## config.mk

```make
export PLATFORM = sky130hd
export DESIGN_NAME = morse_keyer
export DESIGN_NICKNAME = d
export VERILOG_FILES = /design/src/rtl/morse_pkg.sv /design/src/rtl/morse_fifo.sv /design/src/rtl/morse_keyer.sv
export SDC_FILE = /design/constraint.sdc
export NUM_CORES = 1
export LEC_CHECK = 0
export ABC_AREA = 1
export CAP_MARGIN = 10
export CORE_ASPECT_RATIO = 1.4
export CORE_MARGIN = 2
export CORE_UTILIZATION = 53
export CTS_CLUSTER_DIAMETER = 100
export DETAILED_ROUTE_END_ITERATION = 10
export GPL_TIMING_DRIVEN = 0
export PLACE_DENSITY = 0.72
export SLEW_MARGIN = 20
export SYNTH_ARGS = -nofsm -noshare
export SYNTH_HDL_FRONTEND = slang
export SYNTH_SLANG_ARGS = --single-unit
```

## constraint.sdc

```tcl
create_clock -name clk -period 3.6 [get_ports clk]
set_clock_uncertainty 0.15 [all_clocks]
set_input_delay 0.72 -clock clk [delete_from_list [all_inputs] [get_ports clk]]
set_output_delay 0.72 -clock clk [all_outputs]
set_load 0.03 [all_outputs]
```

## src/rtl/morse_pkg.sv

```systemverilog
// Shared types, timing constants and digit-to-pattern lookup for the Morse keyer.
// MORSE_WORD_GAP_EN adds the WGAP state for the 4'hF word-space code.
package morse_pkg;

  localparam int unsigned DIGIT_W         = 4;
  localparam int unsigned PATTERN_W       = 5;
  localparam int unsigned SYMBOLS         = 5;
  localparam int unsigned DOT_UNITS       = 1;
  localparam int unsigned DASH_UNITS      = 3;
  localparam int unsigned SYM_GAP_UNITS   = 1;
  localparam int unsigned CHAR_GAP_UNITS  = 3;
  localparam int unsigned WORD_GAP_UNITS  = 7;
  localparam logic [DIGIT_W-1:0] WORD_SPACE_CODE = 4'hF;

  typedef enum logic [2:0] {
    IDLE,
    MARK,
    SPACE,
    CGAP
`ifdef MORSE_WORD_GAP_EN
    , WGAP
`endif
  } state_t;

  // Bit 0 is the first symbol sent; 1 = dash.
  function automatic logic [PATTERN_W-1:0] digit_pattern(input logic [DIGIT_W-1:0] digit);
    logic [PATTERN_W-1:0] pat;
    case (digit)
      4'd0:    pat = 5'b11111;
      4'd1:    pat = 5'b11110;
      4'd2:    pat = 5'b11100;
      4'd3:    pat = 5'b11000;
      4'd4:    pat = 5'b10000;
      4'd5:    pat = 5'b00000;
      4'd6:    pat = 5'b00001;
      4'd7:    pat = 5'b00011;
      4'd8:    pat = 5'b00111;
      4'd9:    pat = 5'b01111;
      default: pat = 5'b00000;
    endcase
    return pat;
  endfunction

endpackage

```

## src/rtl/morse_fifo.sv

```systemverilog
// Synchronous FIFO with an extra pointer wrap bit; full/empty are registered flags.
module morse_fifo #(
  parameter int unsigned WIDTH = 4,
  parameter int unsigned DEPTH = 4
) (
  input  logic             clk,
  input  logic             reset_n,
  input  logic             push,
  input  logic [WIDTH-1:0] push_data,
  input  logic             pop,
  output logic [WIDTH-1:0] pop_data,
  output logic             full,
  output logic             empty
);

  localparam int unsigned AW = $clog2(DEPTH);
  localparam int unsigned PW = AW + 1;

  logic [WIDTH-1:0] mem [DEPTH];
  logic [PW-1:0]    wr_ptr, rd_ptr, wr_ptr_n, rd_ptr_n;
  logic             do_push, do_pop;

  assign do_push  = push & ~full;
  assign do_pop   = pop & ~empty;
  assign wr_ptr_n = wr_ptr + PW'(do_push);
  assign rd_ptr_n = rd_ptr + PW'(do_pop);
  assign pop_data = mem[rd_ptr[AW-1:0]];

  // Flags are computed from the next pointers so they settle with the pointers.
  always_ff @(posedge clk) begin
    if (!reset_n) begin
      wr_ptr <= '0;
      rd_ptr <= '0;
      full   <= 1'b0;
      empty  <= 1'b1;
    end else begin
      wr_ptr <= wr_ptr_n;
      rd_ptr <= rd_ptr_n;
      empty  <= (wr_ptr_n == rd_ptr_n);
      full   <= (wr_ptr_n[AW] != rd_ptr_n[AW]) &&
                (wr_ptr_n[AW-1:0] == rd_ptr_n[AW-1:0]);
    end
  end

  always_ff @(posedge clk) begin
    if (do_push) begin
      mem[wr_ptr[AW-1:0]] <= push_data;
    end
  end

endmodule

```

## src/rtl/morse_keyer.sv

```systemverilog
// Queued BCD digit to serial Morse keying line with standard unit timing.
// Optional MORSE_WORD_GAP_EN accepts 4'hF as a 7-unit word space.
module morse_keyer
  import morse_pkg::*;
#(
  parameter int unsigned UNIT_CYCLES = 1000,
  parameter int unsigned FIFO_DEPTH  = 4
) (
  input  logic               clk,
  input  logic               reset_n,
  input  logic [DIGIT_W-1:0] digit_i,
  input  logic               valid_i,
  output logic               ready_o,
  output logic               key_o,
  output logic               busy_o,
  output logic               err_o
);

  localparam int unsigned CNT_W   = $clog2(UNIT_CYCLES * WORD_GAP_UNITS);
  localparam int unsigned SYM_W   = 3;
  localparam int unsigned UNITS_W = 3;

  state_t               state, state_n, load_state;
  logic [CNT_W-1:0]     cnt, cnt_n, end_cnt;
  logic [SYM_W-1:0]     sym_idx, sym_n;
  logic [PATTERN_W-1:0] pattern, pattern_n;
  logic [UNITS_W-1:0]   units;
  logic                 unit_done;
  logic                 key_n, busy_n, err_n;
  logic                 code_ok, take, push, pop;
  logic                 fifo_full, fifo_empty;
  logic [DIGIT_W-1:0]   head;

  // Input acceptance: invalid codes complete the handshake but are dropped.
  always_comb begin
    code_ok = (digit_i <= 4'd9);
`ifdef MORSE_WORD_GAP_EN
    if (digit_i == WORD_SPACE_CODE) begin
      code_ok = 1'b1;
    end
`endif
  end

  assign ready_o = ~fifo_full;
  assign take    = valid_i & ready_o;
  assign push    = take & code_ok;

  morse_fifo #(
    .WIDTH (DIGIT_W),
    .DEPTH (FIFO_DEPTH)
  ) u_fifo (
    .clk       (clk),
    .reset_n   (reset_n),
    .push      (push),
    .push_data (digit_i),
    .pop       (pop),
    .pop_data  (head),
    .full      (fifo_full),
    .empty     (fifo_empty)
  );

  // State to enter when the FIFO head is popped.
  always_comb begin
    load_state = MARK;
`ifdef MORSE_WORD_GAP_EN
    if (head == WORD_SPACE_CODE) begin
      load_state = WGAP;
    end
`endif
  end

  // Length of the current state in units and its terminal count.
  always_comb begin
    units = UNITS_W'(DOT_UNITS);
    case (state)
      MARK:    units = pattern[0] ? UNITS_W'(DASH_UNITS) : UNITS_W'(DOT_UNITS);
      SPACE:   units = UNITS_W'(SYM_GAP_UNITS);
      CGAP:    units = UNITS_W'(CHAR_GAP_UNITS);
`ifdef MORSE_WORD_GAP_EN
      WGAP:    units = UNITS_W'(WORD_GAP_UNITS);
`endif
      default: units = UNITS_W'(DOT_UNITS);
    endcase
    end_cnt = CNT_W'(32'(units) * UNIT_CYCLES - 32'd1);
  end

  assign unit_done = (cnt == end_cnt);

  // Next-state, counters and output decode.
  always_comb begin
    state_n   = state;
    cnt_n     = cnt + CNT_W'(1);
    sym_n     = sym_idx;
    pattern_n = pattern;
    pop       = 1'b0;
    case (state)
      IDLE: begin
        cnt_n = '0;
        if (!fifo_empty) begin
          pop       = 1'b1;
          state_n   = load_state;
          pattern_n = digit_pattern(head);
          sym_n     = '0;
        end
      end
      MARK: begin
        if (unit_done) begin
          cnt_n   = '0;
          state_n = (sym_idx == SYM_W'(SYMBOLS - 1)) ? CGAP : SPACE;
        end
      end
      SPACE: begin
        if (unit_done) begin
          cnt_n     = '0;
          sym_n     = sym_idx + SYM_W'(1);
          pattern_n = pattern >> 1;
          state_n   = MARK;
        end
      end
      default: begin
        // CGAP/WGAP: chain straight into the next queued code with no idle cycle.
        if (unit_done) begin
          cnt_n = '0;
          if (!fifo_empty) begin
            pop       = 1'b1;
            state_n   = load_state;
            pattern_n = digit_pattern(head);
            sym_n     = '0;
          end else begin
            state_n = IDLE;
          end
        end
      end
    endcase
    key_n  = (state == MARK);
    busy_n = (state_n != IDLE) | ~fifo_empty;
    err_n  = take & ~code_ok;
  end

  always_ff @(posedge clk) begin
    if (!reset_n) begin
      state   <= IDLE;
      cnt     <= '0;
      sym_idx <= '0;
      pattern <= '0;
      key_o   <= 1'b0;
      busy_o  <= 1'b0;
      err_o   <= 1'b0;
    end else begin
      state   <= state_n;
      cnt     <= cnt_n;
      sym_idx <= sym_n;
      pattern <= pattern_n;
      key_o   <= key_n;
      busy_o  <= busy_n;
      err_o   <= err_n;
    end
  end

endmodule

```

# [Word level (Yosys, flattened, before mapping)]
# Memory sizes are Yosys's and may differ from the RTL's. A register that Yosys moved wholly into a read port is not among the register bits.
# Index checks and enable logic that the tools add are counted.
[classes] addsub=5 n_mul=1 n_lt_le_gt_ge=1 eq_ne=11 n_mux=24 bitwise_logic=11 n_reduce_logical=8
[ops] operator="$mux W3" n=7
[ops] operator="$mux W5" n=4
[ops] operator="$pmux W3 S3" n=2
[ops] operator="$pmux W5 S3" n=1
[ops] operator="$add A13 B1 Y13 const B" n=1
[ops] operator="$eq A13 B13 Y1" n=1
[ops] operator="$sub A13 B1 Y13 const B" n=1
[ops] operator="$mul A3 B7 Y10 const B" n=1
[ops] operator="$add A3 B1 Y3" n=2
[ops] operator="$eq A3 B2 Y1 const B" n=2
[ops] operator="$mux W1" n=6
[ops] operator="$ne A2 B2 Y1 const B" n=3
[ops] operator="$and A1 B1 Y1" n=5
[ops] operator="$not A1 Y1" n=5
[ops] operator="$reduce_and A5 Y1" n=1
[ops] operator="$le A4 B4 Y1 const B" n=1
[ops] operator="$mux W2" n=2
[ops] operator="$pmux W2 S2" n=1
[ops] operator="$add A3 B1 Y3 const B" n=1
[ops] operator="$eq A3 B1 Y1 const B" n=1
[ops] operator="$eq A3 B3 Y1" n=1
[ops] operator="$eq A3 B3 Y1 const B" n=1
[ops] operator="$logic_not A3 Y1" n=1
[ops] operator="$reduce_and A3 Y1" n=1
[ops] operator="other kinds (9)" n=9
[totals] register_bits=35 mem_bits_rw=16 romBits=160 input_bits=7 out_inout_bits=4 elab_cells=75 n_memories=3
[mem_list] memory="(no name shown)" words=16 word_bits=5 rd=1 rd_clocked_by_memory_dff=0 write_ports=0 line="morse_pkg.sv:28" rtl="case (digit)"
[mem_list] memory="(no name shown)" words=16 word_bits=5 rd=1 rd_clocked_by_memory_dff=0 write_ports=0 line="morse_pkg.sv:28"
[mem_list] memory="u_fifo.mem" words=4 word_bits=4 rd=1 rd_clocked_by_memory_dff=1 write_ports=1 line="morse_fifo.sv:19" rtl="logic [WIDTH-1:0] mem [DEPTH];"

# [Logic depth before layout (Yosys ltp)]
[depth] ltp_word=11 depth_mapped=15

# [By module]
# Synthesis repeated with hierarchy kept, for this count alone.
[hier_totals] hier_cells=302 area_unflattened_um2=2492.4
[by_module_without_submodules] mod="morse_keyer" n_inst=1 cells_each=193 area_each_um2=1461.4 seq_area_each_um2=540.5
[by_module_without_submodules] mod="morse_fifo" n_inst=1 cells_each=109 area_each_um2=1031.0 seq_area_each_um2=640.6

# [Worst setup path before layout]
# Ideal clock, no wire load.
[synth_path] path_type="flip-flop to flip-flop" from="reg cnt[0]" to="reg u_fifo.empty" setup_ps=127 arrival_time_ps=1930 required_time_ps=3323 setup_slack_ps=1394 stages_incl_launch_ff=16 path_buffers=0 synth_period_minus_slack_ps=2206 cell_sequence="dfxtp_1 -> ha_1 -> nand2_1 -> inv_2 -> nand3_1 -> nor2_4 -> nand3_4 -> nand2_4 -> nand2_8 -> nor2_4 -> ha_1 -> ha_1 -> nand2_1 -> inv_1 -> o22ai_1 -> o21ai_0"
[synth_via] elab_chain_len=6
[synth_lines] element="start, declared" line="morse_keyer.sv:24" rtl="logic [CNT_W-1:0] cnt, cnt_n, end_cnt;"
[synth_lines] element="start signal, assigned" line="morse_keyer.sv:151" rtl="cnt <= cnt_n;"
[synth_lines] element="$eq A13 B13 Y1" line="morse_keyer.sv:87" rtl="assign unit_done = (cnt == end_cnt);"
[synth_lines] element="$mux W1" line="morse_keyer.sv:122" rtl="if (unit_done) begin"
[synth_lines] element="$pmux W1 S2" line="morse_keyer.sv:96" rtl="case (state)"
[synth_lines] element="$and A1 B1 Y1" line="morse_fifo.sv:24" rtl="assign do_pop = pop & ~empty;"
[synth_lines] element="$add A3 B1 Y3" line="morse_fifo.sv:26" rtl="assign rd_ptr_n = rd_ptr + PW'(do_pop);"
[synth_lines] element="net u_fifo.rd_ptr_n[1]" line="morse_fifo.sv:20" rtl="logic [PW-1:0] wr_ptr, rd_ptr, wr_ptr_n, rd_ptr_n;"
[synth_lines] element="$eq A3 B3 Y1" line="morse_fifo.sv:39" rtl="empty <= (wr_ptr_n == rd_ptr_n);"
[synth_lines] element="end signal, assigned" line="morse_fifo.sv:39"
[synth_lines] element="end, declared" line="morse_fifo.sv:13" rtl="output logic empty"
# The timed path passes the listed nets, and every way through them passes these cells.
# A chain may end at the register's enable or synchronous reset.

# [Worst setup path after layout]
[layout_path] from="in digit_i[3]" to="reg u_fifo.empty"
[layout_via] elab_chain_len=5
[layout_lines] element="start, declared" line="morse_keyer.sv:11" rtl="input logic [DIGIT_W-1:0] digit_i,"
[layout_lines] element="$le A4 B4 Y1" line="morse_keyer.sv:36" rtl="code_ok = (digit_i <= 4'd9);"
[layout_lines] element="$and A1 B1 Y1" line="morse_keyer.sv:46" rtl="assign push = take & code_ok;"
[layout_lines] element="$and A1 B1 Y1" line="morse_fifo.sv:23" rtl="assign do_push = push & ~full;"
[layout_lines] element="$add A3 B1 Y3" line="morse_fifo.sv:25" rtl="assign wr_ptr_n = wr_ptr + PW'(do_push);"
[layout_lines] element="$eq A3 B3 Y1" line="morse_fifo.sv:39"
# No other way between the ends.

==> flow_summary_export.csv <==
group,metric,value,unit
outcome,status,"complete, no violations",
route,wire_per_inst,10.7,um
sta,setup_violations,0,
route,drt_pass1_iterations,4,
synthesis,synth_top_area_share,28.8,%
pwr,power.density,540,nW/um^2
cts,path_clk_slew,90,ps
synthesis,synth.yosys.warnings,0,
die,die_width,61.3,um
min_path,hold_class,"register to register",
final_layout,area_growth,11.2,%
setup_path,crit_path_start_kind,"input pin",
setup_path,slowest_delay,550,ps
sta,hold_viol_final,0,
setup_path,crit_path_end_kind,"register",
route,avgViaCountPerCell,4.85,
die,dieArea,5160,um^2
cts,htree_levels,2,
final_layout,nets,315,
sta,drv_slew,0,
synthesis,synth_edf_count,16,
cts,cts_hold_buf,0,
sta,worstMarginPinSlew,632,ps
global_routing,grt_first_pass_wirelength,7.18,mm
global_routing,grt_max_degree,19,
cts,cts_tree,"built",
final_layout,n_antenna_cell,0,
sta,fmax,398,MHz
cts,cts-buffers-inserted,5,
synthesis,ys_types,39,
setup_path,cp_max_fo,5,
placement,dp_hpwl,2.97,mm
final_layout,fin_area,2710,um^2
setup_path,worstSetupPathType,"input pin to register",
pwr,p_leak,0.00114,uW
sta,finalCriticalPeriod,2510,ps
setup_path,cp_slowest_cell,"clkdlybuf4s50_1",
setup_path,worstPathCellList,"clkdlybuf4s50_1 > o21ai_0 > nand3_1 > inv_1 > ha_1 > ha_1 > xnor2_1 > xnor2_1 > inv_1 > o21ai_0",
route,drcViolationCount,0,
route,drt_iter0_markers,79,
placement,gp_congestion,0.783,
synthesis,synth_top_cell_by_area,"dfxtp_1",
sta,maxSlewHeadroom,57.5,%
synthesis,ys.flop_type,"dfxtp_1",
route,num_vias,1767,
route,routed_wl,3.90,mm
synthesis,syn_inst,284,
global_routing,grt_overflow,0,
die,io_pins,11,
sta,period_share,69.8,%
synthesis,avgSynthCellArea,8.57,um^2
cts,postCtsSetupBuffers,0,
die,core_area,4460,um^2
final_layout,drive_gt1_share,14.9,%
run,maxCapViolations,0,
cts,cts-resized-gates,0,
placement,placed_area,2610,um^2
placement,port-buffer-count,10,
cts,root_buffer,"clkbuf_8",
final_layout,final_common_cell,"nand2_1",
synthesis,syn_area,2430,um^2
synthesis,synth_seq_cells,51,
synthesis,async_reset_ff_share,0,%
cts,clockBufferDepth,2,
global_routing,track_usage,18.5,%
global_routing,grt_pass1_vias,1703,
placement,dp.cells,356,
pwr,ir_drop,0.410,mV
die,start_util,54.6,%
sta,tns,0,ps
cts,clkLatencyLatePin,310,ps
die,die_h,84.2,um
synthesis,synth_fp_nets,298,
synthesis,yosysSeqAreaShare,48.5,%
synthesis,synthTopCellsByArea,"dfxtp_1 (29%), edfxtp_1 (20%), nand2_1 (8.9%)",
final_layout,final_cells,364,
cts,clock_sinks,51,
final_layout,mostFrequentLayoutCells,"nand2_1 (58), inv_1 (35), dfxtp_1 (35)",
route,final_antenna_net_count,0,
sta,rsz0062_at_grt,"false",
die,fp-row-count,29,
setup_path,worst_ep_required_time,3690,ps
global_routing,antenna_found_initial,0,
setup_path,crit_arrival,2610,ps
## report_power, final
part | total [uW] | switching, uW | internal (uW)
clock network | 338 | 195 | 143
registers | 678 | 29.4 | 649
logic | 447 | 285 | 162
total | 1460 | 509 | 954
## final cells by class
| type | instances | area (um^2) |
|---|---|---|
| Sequential cell | 51 | 1180 |
| Buffer | 4 | 27.5 |
| Fill cell | 431 | 1760 |
| Multi-Input combinational cell | 187 | 1060 |
| Tap cell | 62 | 77.6 |
| Clock inverter | 3 | 26.3 |
| Clock buffer | 5 | 68.8 |
| Inverter | 42 | 163 |
| Timing Repair Buffer | 10 | 100 |
## synth_stat cells, types with 2 or more instances
cell type  instances
a21oi_1           10
a21oi_2            4
dfxtp_1           35
edfxtp_1          16
ha_1               7
inv_1             35
inv_2              5
nand2_1           58
nand2_2            5
nand2_4            2
nand3_1           14
nand3_2            3
nand3b_1           2
nand4_1            4
nor2_1            31
nor2_2             6
nor2_4             2
nor3_1             7
nor3b_1            2
o21ai_0            7
o21ai_1            3
o21ai_2            2
xnor2_1            3
xor2_1             6
## flip-flops by register name, indices dropped and copies added, names as in the netlist, 3 cells and up
| signal | cells |
|---|---|
| pattern | 5 |
| u_fifo.mem | 16 |
| u_fifo.rd_ptr | 3 |
| state | 3 |
| sym_idx | 3 |
| u_fifo.wr_ptr | 3 |
| cnt | 13 |
## stage by stage
step                      setup WS (ps)  hold slack [ps]  util (%)  total power, uW
after CTS                          1040              313      60.7             1480
after global placement              742              278      58.5             1130
after floorplan                    1390              268         -             1040
final                              1090              308      60.7             1460
after global routing                825              337      60.7             1570
after detailed placement            729              291      58.5             1140
## kinds of logic (layout without fill, tap and decap cells)
kind of cell / after synthesis / after routing / share of synthesized area (%)
and+or+nand+nor: 140 / 140 / 28.8
DFF: 51 / 51 / 48.5
buffers and inverters: 46 / 64 / 7.81
AOI/OAI and AO/OA: 30 / 30 / 7.45
xor gates and xnor gates: 9 / 9 / 3.24
adders and majority gates: 7 / 7 / 3.60
muxes: 1 / 1 / 0.565
## worst paths after layout
kind	start	to	slack, ps	cells after the start
max reg2reg	cnt[0]	u_fifo.full	1150	14
min	cnt[0]	cnt[0]	310	1
max	digit_i[3]	u_fifo.empty	1090	10
min reg2reg	cnt[0]	cnt[0]	310	1
## worst max-delay path: cells and delay by family
kind | cells | cell delay [ps]
AOI/OAI and AO/OA | 2 | 280
xor gates and xnor gates | 2 | 400
adders and majority gates | 2 | 370
buffers and inverters | 3 | 660
and+or+nand+nor | 1 | 170
## routing by layer
metal	up-vias	share of wire (%)	track usage, %
li1	944	-	-
met1	800	42	21.1
met2	14	53	31.5
met3	9	2.5	4.16
met4	0	2.4	8.30
met5	-	0	0
Note: power is estimated with default switching activity, not from simulation.
==> RTL edit 1 (same settings) <==
Change the package constant `PATTERN_W` from 5 to 10.
--- a/src/rtl/morse_pkg.sv
+++ b/src/rtl/morse_pkg.sv
@@ -4,5 +4,5 @@
 
   localparam int unsigned DIGIT_W         = 4;
-  localparam int unsigned PATTERN_W       = 5;
+  localparam int unsigned PATTERN_W       = 10;
   localparam int unsigned SYMBOLS         = 5;
   localparam int unsigned DOT_UNITS       = 1;
Formal check against the unedited RTL: same outputs for any inputs over 10 cycles, from zero or initial values and one cycle with reset_n low; that may be too few to reach the edited logic, so the function may still have changed.
==> RTL edit 1 against the unedited design <==
- routed wire length rose by 2.5%
- setup slack got worse by 0.0032 ns
- sequential cell count is the same
- global-route usage decreased by 2.1 points
- total power decreased by 1.3%
- synthesized area rose by 3.4%
- cell count rose by 1.1%
- design area increased by 2.7%
- count of clock-buffer cells in the layout grew 2
- highest routed layer unchanged
==> RTL edit 1: results (changes against the unedited design) <==
status: "completed"  # unchanged
grt_use_total_pct: 16.3  # was 18.5%
io_buffer_count: 10  # unchanged
antenna_found_initial: 0  # unchanged
leakage_uw: 0.00115  # was 0.00114 uW
gp_congestion: 0.778  # was 0.783
grt_pass1_wl_um: 6910  # was 7180 um
clockBufferDepth: 2  # unchanged
seq_area_frac_synth_pct: 46.9  # was 48.5%
hpwl_um: 3170  # was 2970 um
synth.net_count: 302  # was 298
n_fill_cell: 422  # was 431
clkLatencyLatePin_ns: 0.30
numCtsBuffers: 5  # unchanged
synthArstFlopShare_pct: 0  # unchanged
post_cts_buffers: 0  # unchanged
min_path_type: "reg -> reg"  # unchanged
path_clk_slew_ns: 0.09  # about the same
root_buffer: "clkbuf_8"  # unchanged
largest_reg_flops: 16  # unchanged
max_slew_margin_pct: 58.0  # was 57.5%
vdd_drop_max_v: 0.000359  # was 0.000410 V
htreeDepth: 2  # unchanged
synth.area.top_cells: "dfxtp_1 (28%), edfxtp_1 (19%), nand2_1 (9.8%)"  # was dfxtp_1 (29%), edfxtp_1 (20%), nand2_1 (8.9%)
firstDrtPassIters: 4  # unchanged
cts_resized: 0  # unchanged
vias_per_cell: 4.86  # was 4.85
grt_max_degree: 16  # was 19
worst_ep_arrival_time_ns: 2.55  # was 2.61 ns
synth_edf_count: 16  # unchanged
synthTopCellsByCount: "nand2_1 (66), inv_1 (36), dfxtp_1 (35)"  # was nand2_1 (58), dfxtp_1 (35), inv_1 (35)
grt_pass1_vias: 1736  # was 1703
diodes: 0  # unchanged
fin_nets: 319  # was 315
yosysUniqueCellTypes: 39  # unchanged
crit_path_max_fanout: 5  # unchanged
ys_warn_count: 0  # unchanged
wl_per_cell_um: 10.9  # was 10.7 um
first_iter_violations: 44  # was 79
drive_above_1_share_pct: 18.3  # was 14.9%
RTL edit 1: cell types whose count changed after synthesis, moves of 4 or more:
cell | before | now
nand3_2 | 3 | 7
nor2_1 | 31 | 25
a21oi_1 | 10 | 6
nand2_1 | 58 | 66
RTL edit 1: layout make-up:
cell class	instances	area share (%)
Buffer	4	0.990
Clock buffer	7	2.75
Clock inverter	1	0.270
Inverter	44	6.21
Multi-Input combinational cell	189	40.9
Sequential cell	51	42.5
Tap cell	62	2.79
Timing Repair Buffer	10	3.60
RTL edit 1: kinds of logic (layout without fill, tap and decap cells):
family / after synthesis / after routing / share of synthesized area [%]
fa+ha+maj: 7 / 7 / 3.48
xor+xnor: 7 / 7 / 2.43
mux: 1 / 1 / 0.397
compound gates: 28 / 28 / 7.15
flops: 51 / 51 / 46.9
buf+inv: 48 / 66 / 7.95
simple gates: 146 / 146 / 31.7
RTL edit 1: where the power goes:
part	internal (uW)	total, uW	leakage [uW]	switching, uW
clock network	138	315	0.0000385	177
logic	164	450	0.000677	287
registers	649	679	0.000430	29.6
RTL edit 1: worst max-delay path: stages:
cell	delay, ns
clkdlybuf4s50_1	0.46
o21ai_0	0.29
nand3_1	0.21
inv_1	0.09
ha_1	0.14
ha_1	0.25
nand2_1	0.08
inv_1	0.04
o22ai_1	0.16
o21ai_0	0.10
RTL edit 1: path summary, 6_finish.rpt:
check | cells after the start | end | startpoint | slack (ns)
max | 10 | u_fifo.empty | digit_i[1] | 1.08
min reg2reg | 1 | cnt[0] | cnt[0] | 0.31
min | 1 | cnt[0] | cnt[0] | 0.31
max reg2reg | 15 | u_fifo.empty | cnt[0] | 1.14
RTL edit 1: per-stage QoR:
| step | cell area, um2 | instances | setup slack, ns |
|---|---|---|---|
| final | 2780 | 368 | 1.08 |
| after global routing | 2780 | 368 | 0.864 |
| after CTS | 2780 | 368 | 1.06 |
| after detailed placement | 2700 | 360 | 0.734 |
| after global placement | 2700 | 360 | 0.791 |
| after floorplan | 2520 | 288 | 1.35 |
RTL edit 1: per-layer routing:
metal  track usage [%]  up-vias  wire, um
li1                  -      954         -
met1              14.9      812      1540
met2              33.8       16      2260
met3              3.81        8        96
met4              6.87        0        93
met5                 0        -         0
==> RTL edit 2 (config.mk and constraints unchanged) <==
Made on the original files. The output `err_o` loses its register stage (`err_o` becomes a continuous assignment).
--- a/src/rtl/morse_keyer.sv
+++ b/src/rtl/morse_keyer.sv
@@ -146,5 +146,4 @@
       key_o   <= 1'b0;
       busy_o  <= 1'b0;
-      err_o   <= 1'b0;
     end else begin
       state   <= state_n;
@@ -154,8 +153,9 @@
       key_o   <= key_n;
       busy_o  <= busy_n;
-      err_o   <= err_n;
     end
   end
 
+  assign err_o = err_n;
+
 endmodule
 
Behaviour: not the same (a bounded check fails within 4 cycles, from zero or initial values and one cycle with reset_n low).
==> RTL edit 2 against the unedited design <==
- global-route usage is 0.49 points lower
- sequential cell count is 1 lower
- total power rose by 0.36%
- first-iteration DRC count decreased by 24%
- routed wire length grew 2.4%
- sequential power fell by 2%
- setup slack lost 0.55 ns
- synthesized area down 0.92%
- cell count is 0.82% higher
- design area shrank 0.14%
- largest power group unchanged
==> RTL edit 2: results (changes against the unedited design) <==
gp_congestion: 0.784  # was 0.783
seq_area_um2: 1160  # was 1180 um2
wl_met1_um: 1640  # about the same
n_fill_cell: 407  # was 431
clockBufferDepth: 2  # unchanged
synthTopCellsByCount: "nand2_1 (65), inv_1 (37), dfxtp_1 (34)"  # was nand2_1 (58), dfxtp_1 (35), inv_1 (35)
io_buffer_count: 10  # unchanged
status: "completed"  # unchanged
placed_area_um2: 2590  # was 2610 um2
use_met1_pct: 19.6  # was 21.1%
post_cts_buffers: 0  # unchanged
wirelength_um: 3990  # was 3900 um
firstDrtPassIters: 4  # unchanged
vdd_drop_max_v: 0.000379  # was 0.000410 V
largest_reg_flops: 16  # unchanged
root_buffer: "clkbuf_8"  # unchanged
grt_pass1_vias: 1657  # was 1703
wl_per_cell_um: 10.9  # was 10.7 um
hpwl_um: 3040  # was 2970 um
ys_warn_count: 0  # unchanged
drive_above_1_share_pct: 13.8  # was 14.9%
grt_max_degree: 17  # was 19
leakage_uw: 0.00116  # was 0.00114 uW
wl_met3_um: 109  # was 97 um
yosysUniqueCellTypes: 36  # was 39
synth_edf_count: 16  # unchanged
synth.area.top_cells: "dfxtp_1 (28%), edfxtp_1 (20%), nand2_1 (10%)"  # was dfxtp_1 (29%), edfxtp_1 (20%), nand2_1 (8.9%)
max_slew_margin_pct: 55.8  # was 57.5%
vias: 1771  # was 1767
clkLatencyLatePin_ns: 0.30
placed_cells: 359  # was 356
place_ws_ns: 0.529  # was 0.729 ns
crit_path_max_fanout: 5  # unchanged
seq_area_frac_synth_pct: 48.1  # was 48.5%
synth.net_count: 301  # was 298
grt_use_total_pct: 18.0  # was 18.5%
use_met2_pct: 30.7  # was 31.5%
wl_met2_um: 2140  # was 2070 um
top_layer_used: "met4"  # unchanged
net-switching-power_uw: 482  # was 509 uW
grt_pass1_wl_um: 6840  # was 7180 um
met3_usage_pct: 4.65  # was 4.16%
min_path_type: "reg -> reg"  # unchanged
slowest_delay_ns: 0.67  # was 0.55 ns
worst_ep_arrival_time_ns: 2.19  # was 2.61 ns
first_iter_violations: 60  # was 79
synthArstFlopShare_pct: 0  # unchanged
htreeDepth: 2  # unchanged
cts_resized: 0  # unchanged
synth.avg_cell_area_um2: 8.41  # was 8.57 um2
fin_nets: 318  # was 315
## RTL edit 2: layout make-up
class                   count  share of cell area [%]
inverters                  43                    6.15
well taps                  62                    2.87
clock inverters             3                    1.67
clock buffers               5                    2.55
flip-flops and latches     50                    42.9
repair buffers             10                    3.70
plain buffers               4                   0.694
multi-input cells         190                    39.4
## RTL edit 2: worst paths after layout
| kind | from | endpoint | slack [ns] | cells after the start |
|---|---|---|---|---|
| setup / recovery | digit_i[1] | err_o | 0.54 | 4 |
| hold / removal | cnt[10] | cnt[10] | 0.32 | 2 |
| setup reg to reg | cnt[0] | u_fifo.empty | 1.13 | 15 |
| hold reg to reg | cnt[10] | cnt[10] | 0.32 | 2 |
## RTL edit 2: power by group through the flow
stage | logic [uW] | registers [uW] | clock network (uW)
4_1_cts | 416 | 666 | 404
3_5_place_dp | 414 | 679 | 0
2_1_floorplan | 308 | 689 | 0
3_3_place_gp | 407 | 678 | 0
5_1_grt | 470 | 674 | 427
6_report | 410 | 665 | 394
## RTL edit 2: cell families after synthesis
| logic type | Yosys count | share of synthesized area, % |
|---|---|---|
| AND/OR/NAND/NOR | 144 | 29.9 |
| flip-flops | 50 | 48.1 |
| buffers and inverters | 47 | 7.68 |
| AO/OA/AOI/OAI | 30 | 7.31 |
| XOR/XNOR | 8 | 2.90 |
| adder cells (fa/ha/maj) | 7 | 3.63 |
| multiplexers | 1 | 0.415 |
## RTL edit 2: worst min-delay path: cells and delay by family (launching register included)
family,cells,cell delay [ns]
AO/OA/AOI/OAI,1,0.05
flip-flops,1,0.32
AND/OR/NAND/NOR,1,0.06
